`src/rtl/inv_subbytes_seq_if.sv`:
```
// inv_subbytes_seq_if: valid/ready bus carrying one 128-bit AES state into and out of the InvSubBytes engine.
// Signals:
//   in_valid/in_ready/in_state     block offered to the engine (byte 0 = [127:120])
//   out_valid/out_ready/out_state  substituted block returned by the engine
//   busy                           engine is working on or holding a block
// Modports: slave = engine side, master = producer/consumer side.
interface inv_subbytes_seq_if;
    logic         in_valid;
    logic         in_ready;
    logic [127:0] in_state;
    logic         out_valid;
    logic         out_ready;
    logic [127:0] out_state;
    logic         busy;
    modport slave (
        input  in_valid, in_state, out_ready,
        output in_ready, out_valid, out_state, busy
    );
    modport master (
        output in_valid, in_state, out_ready,
        input  in_ready, out_valid, out_state, busy
    );
endinterface

```
`src/rtl/inv_subbytes_seq.sv`:
```
// inv_subbytes_seq: iterative AES InvSubBytes, BYTES_PER_CYCLE shared inverse S-boxes over NUM_STEPS busy cycles.
// Ports:
//   clk    rising-edge clock
//   rst_n  asynchronous active-low reset
//   bus    inv_subbytes_seq_if.slave: input handshake, output handshake, busy flag
module inv_subbytes_seq #(
    parameter int BYTES_PER_CYCLE = 4
) (
    input logic               clk,
    input logic               rst_n,
    inv_subbytes_seq_if.slave bus
);
    localparam int NUM_STEPS = 16 / BYTES_PER_CYCLE;
    localparam int W         = 8 * BYTES_PER_CYCLE;
    localparam int CW        = NUM_STEPS > 1 ? $clog2(NUM_STEPS) : 1;

    if (BYTES_PER_CYCLE != 1 && BYTES_PER_CYCLE != 2 && BYTES_PER_CYCLE != 4 &&
        BYTES_PER_CYCLE != 8 && BYTES_PER_CYCLE != 16) begin : g_bad_param
        $error("inv_subbytes_seq: BYTES_PER_CYCLE must be 1, 2, 4, 8 or 16");
    end

    typedef enum logic [1:0] {IDLE, BUSY, DONE} state_t;

    state_t          state_q, state_d;
    logic [CW-1:0]   cnt_q, cnt_d;
    logic [127:0]    work_q, work_d;
    logic [W-1:0]    grp, sub;

    function automatic logic [7:0] gf_mul(input logic [7:0] a, input logic [7:0] b);
        logic [7:0] p;
        logic [7:0] x;
        p = 8'h00;
        x = a;
        for (int i = 0; i < 8; i++) begin
            p = p ^ (b[i] ? x : 8'h00);
            x = {x[6:0], 1'b0} ^ (x[7] ? 8'h1b : 8'h00);
        end
        return p;
    endfunction

    // Inverse affine transform, then multiplicative inverse as x^254 (0 maps to 0 naturally).
    function automatic logic [7:0] inv_sbox(input logic [7:0] b);
        logic [7:0] a;
        logic [7:0] r;
        a = {b[6:0], b[7]} ^ {b[4:0], b[7:5]} ^ {b[1:0], b[7:2]} ^ 8'h05;
        r = 8'h01;
        for (int i = 7; i >= 0; i--) begin
            r = gf_mul(r, r);
            if (i != 0) r = gf_mul(r, a);
        end
        return r;
    endfunction

    // Select the byte group addressed by the step counter; group 0 is the most significant.
    always_comb begin
        grp = '0;
        for (int g = 0; g < NUM_STEPS; g++)
            if (cnt_q == CW'(g)) grp = work_q[127-W*g -: W];
    end

    always_comb begin
        sub = '0;
        for (int j = 0; j < BYTES_PER_CYCLE; j++)
            sub[W-1-8*j -: 8] = inv_sbox(grp[W-1-8*j -: 8]);
    end

    always_comb begin
        state_d = state_q;
        cnt_d   = cnt_q;
        work_d  = work_q;
        case (state_q)
            IDLE: if (bus.in_valid) begin
                work_d  = bus.in_state;
                cnt_d   = '0;
                state_d = BUSY;
            end
            BUSY: begin
                for (int g = 0; g < NUM_STEPS; g++)
                    if (cnt_q == CW'(g)) work_d[127-W*g -: W] = sub;
                if (cnt_q == CW'(NUM_STEPS - 1)) state_d = DONE;
                else cnt_d = cnt_q + CW'(1);
            end
            DONE: if (bus.out_ready) state_d = IDLE;
            default: state_d = IDLE;
        endcase
    end

    always_ff @(posedge clk or negedge rst_n) begin
        if (!rst_n) begin
            state_q <= IDLE;
            cnt_q   <= '0;
            work_q  <= '0;
        end else begin
            state_q <= state_d;
            cnt_q   <= cnt_d;
            work_q  <= work_d;
        end
    end

    // Qualify with rst_n so the engine never advertises readiness while held in reset.
    assign bus.in_ready  = rst_n && state_q == IDLE;
    assign bus.out_valid = state_q == DONE;
    assign bus.out_state = work_q;
    assign bus.busy      = state_q != IDLE;
endmodule

```
`src/flat_wrapper.sv`:
```
// flat-port wrapper written by rule: the top's interface ports become plain ports
module inv_subbytes_seq_flat 
#(
    parameter int BYTES_PER_CYCLE = 4
)
  (clk, rst_n, bus_in_valid, bus_in_state, bus_out_ready, bus_in_ready, bus_out_valid, bus_out_state, bus_busy);
  inv_subbytes_seq_if bus_i ();
  input logic clk;
  input logic rst_n;
  input wire logic [$bits(bus_i.in_valid)-1:0] bus_in_valid;
  input wire logic [$bits(bus_i.in_state)-1:0] bus_in_state;
  input wire logic [$bits(bus_i.out_ready)-1:0] bus_out_ready;
  output wire logic [$bits(bus_i.in_ready)-1:0] bus_in_ready;
  output wire logic [$bits(bus_i.out_valid)-1:0] bus_out_valid;
  output wire logic [$bits(bus_i.out_state)-1:0] bus_out_state;
  output wire logic [$bits(bus_i.busy)-1:0] bus_busy;
  assign bus_i.in_valid = bus_in_valid;
  assign bus_i.in_state = bus_in_state;
  assign bus_i.out_ready = bus_out_ready;
  assign bus_in_ready = bus_i.in_ready;
  assign bus_out_valid = bus_i.out_valid;
  assign bus_out_state = bus_i.out_state;
  assign bus_busy = bus_i.busy;
  inv_subbytes_seq #(.BYTES_PER_CYCLE(BYTES_PER_CYCLE)) u_core (.clk(clk), .rst_n(rst_n), .bus(bus_i));
endmodule
```
`config.mk`:
```
export PLATFORM = sky130hd
export DESIGN_NAME = inv_subbytes_seq_flat
export DESIGN_NICKNAME = d
export VERILOG_FILES = /design/src/rtl/inv_subbytes_seq_if.sv /design/src/rtl/inv_subbytes_seq.sv /design/src/flat_wrapper.sv
export SDC_FILE = /design/constraint.sdc
export NUM_CORES = 2
export LEC_CHECK = 0
export CAP_MARGIN = 10
export CELL_PAD_IN_SITES_DETAIL_PLACEMENT = 0
export CELL_PAD_IN_SITES_GLOBAL_PLACEMENT = 1
export CORE_ASPECT_RATIO = 2
export CORE_MARGIN = 8
export CORE_UTILIZATION = 46
export CTS_BUF_LIST = sky130_fd_sc_hd__clkbuf_16
export CTS_CLUSTER_SIZE = 40
export DETAILED_ROUTE_END_ITERATION = 8
export PLACE_DENSITY_LB_ADDON = 0.1
export SYNTH_ARGS = -nofsm -noshare
export SYNTH_HDL_FRONTEND = slang
export SYNTH_SLANG_ARGS = --single-unit
```
`constraint.sdc`:
```
create_clock -name clk -period 35.9 [get_ports clk]
set_clock_uncertainty 0.15 [all_clocks]
set_input_delay 3.59 -clock clk [delete_from_list [all_inputs] [get_ports clk]]
set_output_delay 3.59 -clock clk [all_outputs]
set_load 0.05 [all_outputs]
```
==> metrics.cfg <==
[floorplan]
die_area_um2=179000
die_h_um=590
fp-row-count=211
initial_core_util_pct=46.1
die_w_um=303
core_um2=164000
io-pin-count=263

[clock_tree]
root_buffer=clkbuf_16
cts_tree=yes
clk_latency_ns=0.48
clock-sinks=132
path_clk_slew_ns=0.07
post_cts_buffers=0
cts_hold_buf=0
cts_max_level=4
cts_buffers=17
cts-resized-gates=0
cts_buffer_depth=2

[timing]
slew_violations=0
timing.slew.headroom_pct=25.4
whs_ns=0.378
fin_tns_setup_ns=0
worst_slew_pin_slew_ns=1.11
rsz0062_at_grt=no
fin_crit_ns=33.09
fmax_mhz=30.2
final-setup-viol-count=0
hold_violations=0
min_period_over_period_pct=92.2

[synthesis]
netlist_area_um2=75900
yosysSeqAreaShare_pct=4.35
yosys_warnings=0
syn-num-nets=9786
synth-main-ff-cell=dfrtp_1
avgSynthCellArea_um2=7.97
synth_area_leaders=xnor2_1 (17%), xnor3_1 (16%), nor2_1 (6.5%)
ys_ff_latch=132
synth_async_sr_flop_share_pct=100
synth_edf_count=0
synth_cell_types=143
post-synth-top-area-cell=xnor2_1
yosysTopAreaCellShare_pct=17.3
synthCells=9519

[grt]
busiest_layer=met2
grt_pass1_vias=64700
grt_use_met1_pct=39.1
grt_pass1_wl_um=400000
grt_overflow_total=0
grt_use_total_pct=27.9
grt_max_degree=73
grt_util_met2_pct=45.1
use_met3_pct=4.19
antenna_found_initial=14

[hold_path]
hp-class=reg2reg

[worst_setup_path]
crit_type=reg2reg
crit_slowest_cell=xnor2_2
crit_fanout=30
crit_required_ns=36.14
crit_family=XOR/XNOR gates
cp_data_arrival_time_ns=33.33
critPathBufInv=15
start_kind=flip-flop
crit_path_max_incr_delay_ns=0.82
crit_path_frequent_cell=xnor3_1
cp-end-kind=flip-flop

[layout]
drive_gt1_share_pct=7.95
syn_to_final_growth_pct=5.87
nets=9581

[placed_design]
place_congestion=0.893
portBuffers=262
dp_hpwl_um=189000

[drt]
num_vias=68100
dr.pass1.iters=7
drtIter0Drc=5629
via_per_inst=5.94
drc=0
routedWlPerCell_um=22.6
postRouteAntennaNets=0
drt-total-wl_um=259000

[job]
cap_violations=0

[run_status]
outcome=complete, no violations

-- cells in the mapped netlist (35+ instances only) --
cell	count
nand2_1	1030
a22oi_1	66
and3_1	53
xnor2_1	1501
dfrtp_1	132
xor2_1	525
mux2i_1	229
or3_1	48
buf_4	69
mux2_2	41
buf_2	219
nand4_1	45
a21o_1	50
inv_1	122
buf_1	52
o22ai_1	102
a21oi_1	450
nand2b_1	62
xor3_1	90
o21a_1	37
clkbuf_1	329
o221ai_1	35
o211ai_1	96
nor2_1	1310
and2_1	74
o31ai_1	70
xor2_2	39
nand3_1	189
o21ai_1	121
a211oi_1	79
xnor2_2	120
a221oi_1	41
a31oi_1	49
nor2b_1	41
o21ai_0	261
ha_1	135
inv_2	51
nor3_1	233
xnor3_1	531
a222oi_1	39
-- metrics by stage --
| stage | std cells | setup WS [ns] | utilization (%) | cell area [um2] |
|---|---|---|---|---|
| 2_1_floorplan | 9519 | 7.40 | - | 75900 |
| 3_3_place_gp | 11400 | 3.71 | 48.5 | 79700 |
| 3_5_place_dp | 11400 | 3.16 | 48.5 | 79700 |
| 4_1_cts | 11500 | 3.07 | 48.8 | 80300 |
| 5_1_grt | 11500 | 0.396 | 48.8 | 80300 |
| 6_report | 11500 | 2.81 | 48.8 | 80300 |
-- cell type report --
type	instances	area [um2]
well taps	2130	2670
inverters	188	708
fillers	16400	84200
diodes	7	17.5
multi-input cells	8503	68900
repair buffers	472	4200
clock buffers	17	425
clock inverters	13	136
flip-flops and latches	132	3300
-- state kept, by name, summed over array words and instances (netlist names) --
| signal | flops |
|---|---|
| u_core.state_q | 2 |
| u_core.bus.out_state | 128 |
| u_core.cnt_q | 2 |
-- worst paths after layout --
check | start | end | slack [ns] | cells after the start
min reg2reg | u_core.bus.out_state[86] | u_core.bus.out_state[86] | 0.38 | 2
max | u_core.cnt_q[0] | u_core.bus.out_state[28] | 2.81 | 102
min in group asynchronous | rst_n | u_core.bus.out_state[94] | 2.81 | 1
min | u_core.bus.out_state[86] | u_core.bus.out_state[86] | 0.38 | 2
max in group asynchronous | rst_n | u_core.bus.out_state[108] | 30.90 | 3
max reg2reg | u_core.cnt_q[0] | u_core.bus.out_state[28] | 2.81 | 102
-- logic make-up (layout without fill, tap and decap cells) --
| group | count (synthesis) | in the layout | share of synthesized area (%) |
|---|---|---|---|
| mux | 284 | 284 | 3.89 |
| simple gates | 3302 | 3302 | 19.2 |
| xor+xnor | 2871 | 2871 | 47.5 |
| fa+ha+maj | 141 | 141 | 2.31 |
| buf+inv | 884 | 690 | 5.35 |
| flops | 132 | 132 | 4.35 |
| other cells | 0 | 7 | 0 |
| compound gates | 1905 | 1905 | 17.3 |
-- routing by layer --
| layer | vias up | share of wire [%] |
|---|---|---|
| met4 | 8 | 2.2 |
| met3 | 294 | 6.7 |
| met1 | 32800 | 45 |
| met5 | - | 0.020 |
| li1 | 32800 | - |
| met2 | 2208 | 46 |
-- layout by cell type, fill, tap and decap left out, drive strengths merged, types with 70 or more instances in the layout --
cell / instances
a211oi: 85
a21oi: 462
and2: 79
buf: 211
clkdlybuf4s50: 261
dfrtp: 132
ha: 135
inv: 179
mux2i: 234
nand2: 1032
nand3: 189
nor2: 1327
nor3: 238
o211ai: 97
o21ai: 387
o22ai: 103
o31ai: 70
xnor2: 1636
xnor3: 563
xor2: 570
xor3: 102
-- tightest hold or removal path, stage by stage, from the launching register on --
cell and delay, ns:
dfrtp_1 0.37, nand2_1 0.06, o21ai_0 0.07
Power is left out: the tool's default activity adds up to more than one toggle a clock period on the data nets, which glitch-free logic cannot reach.
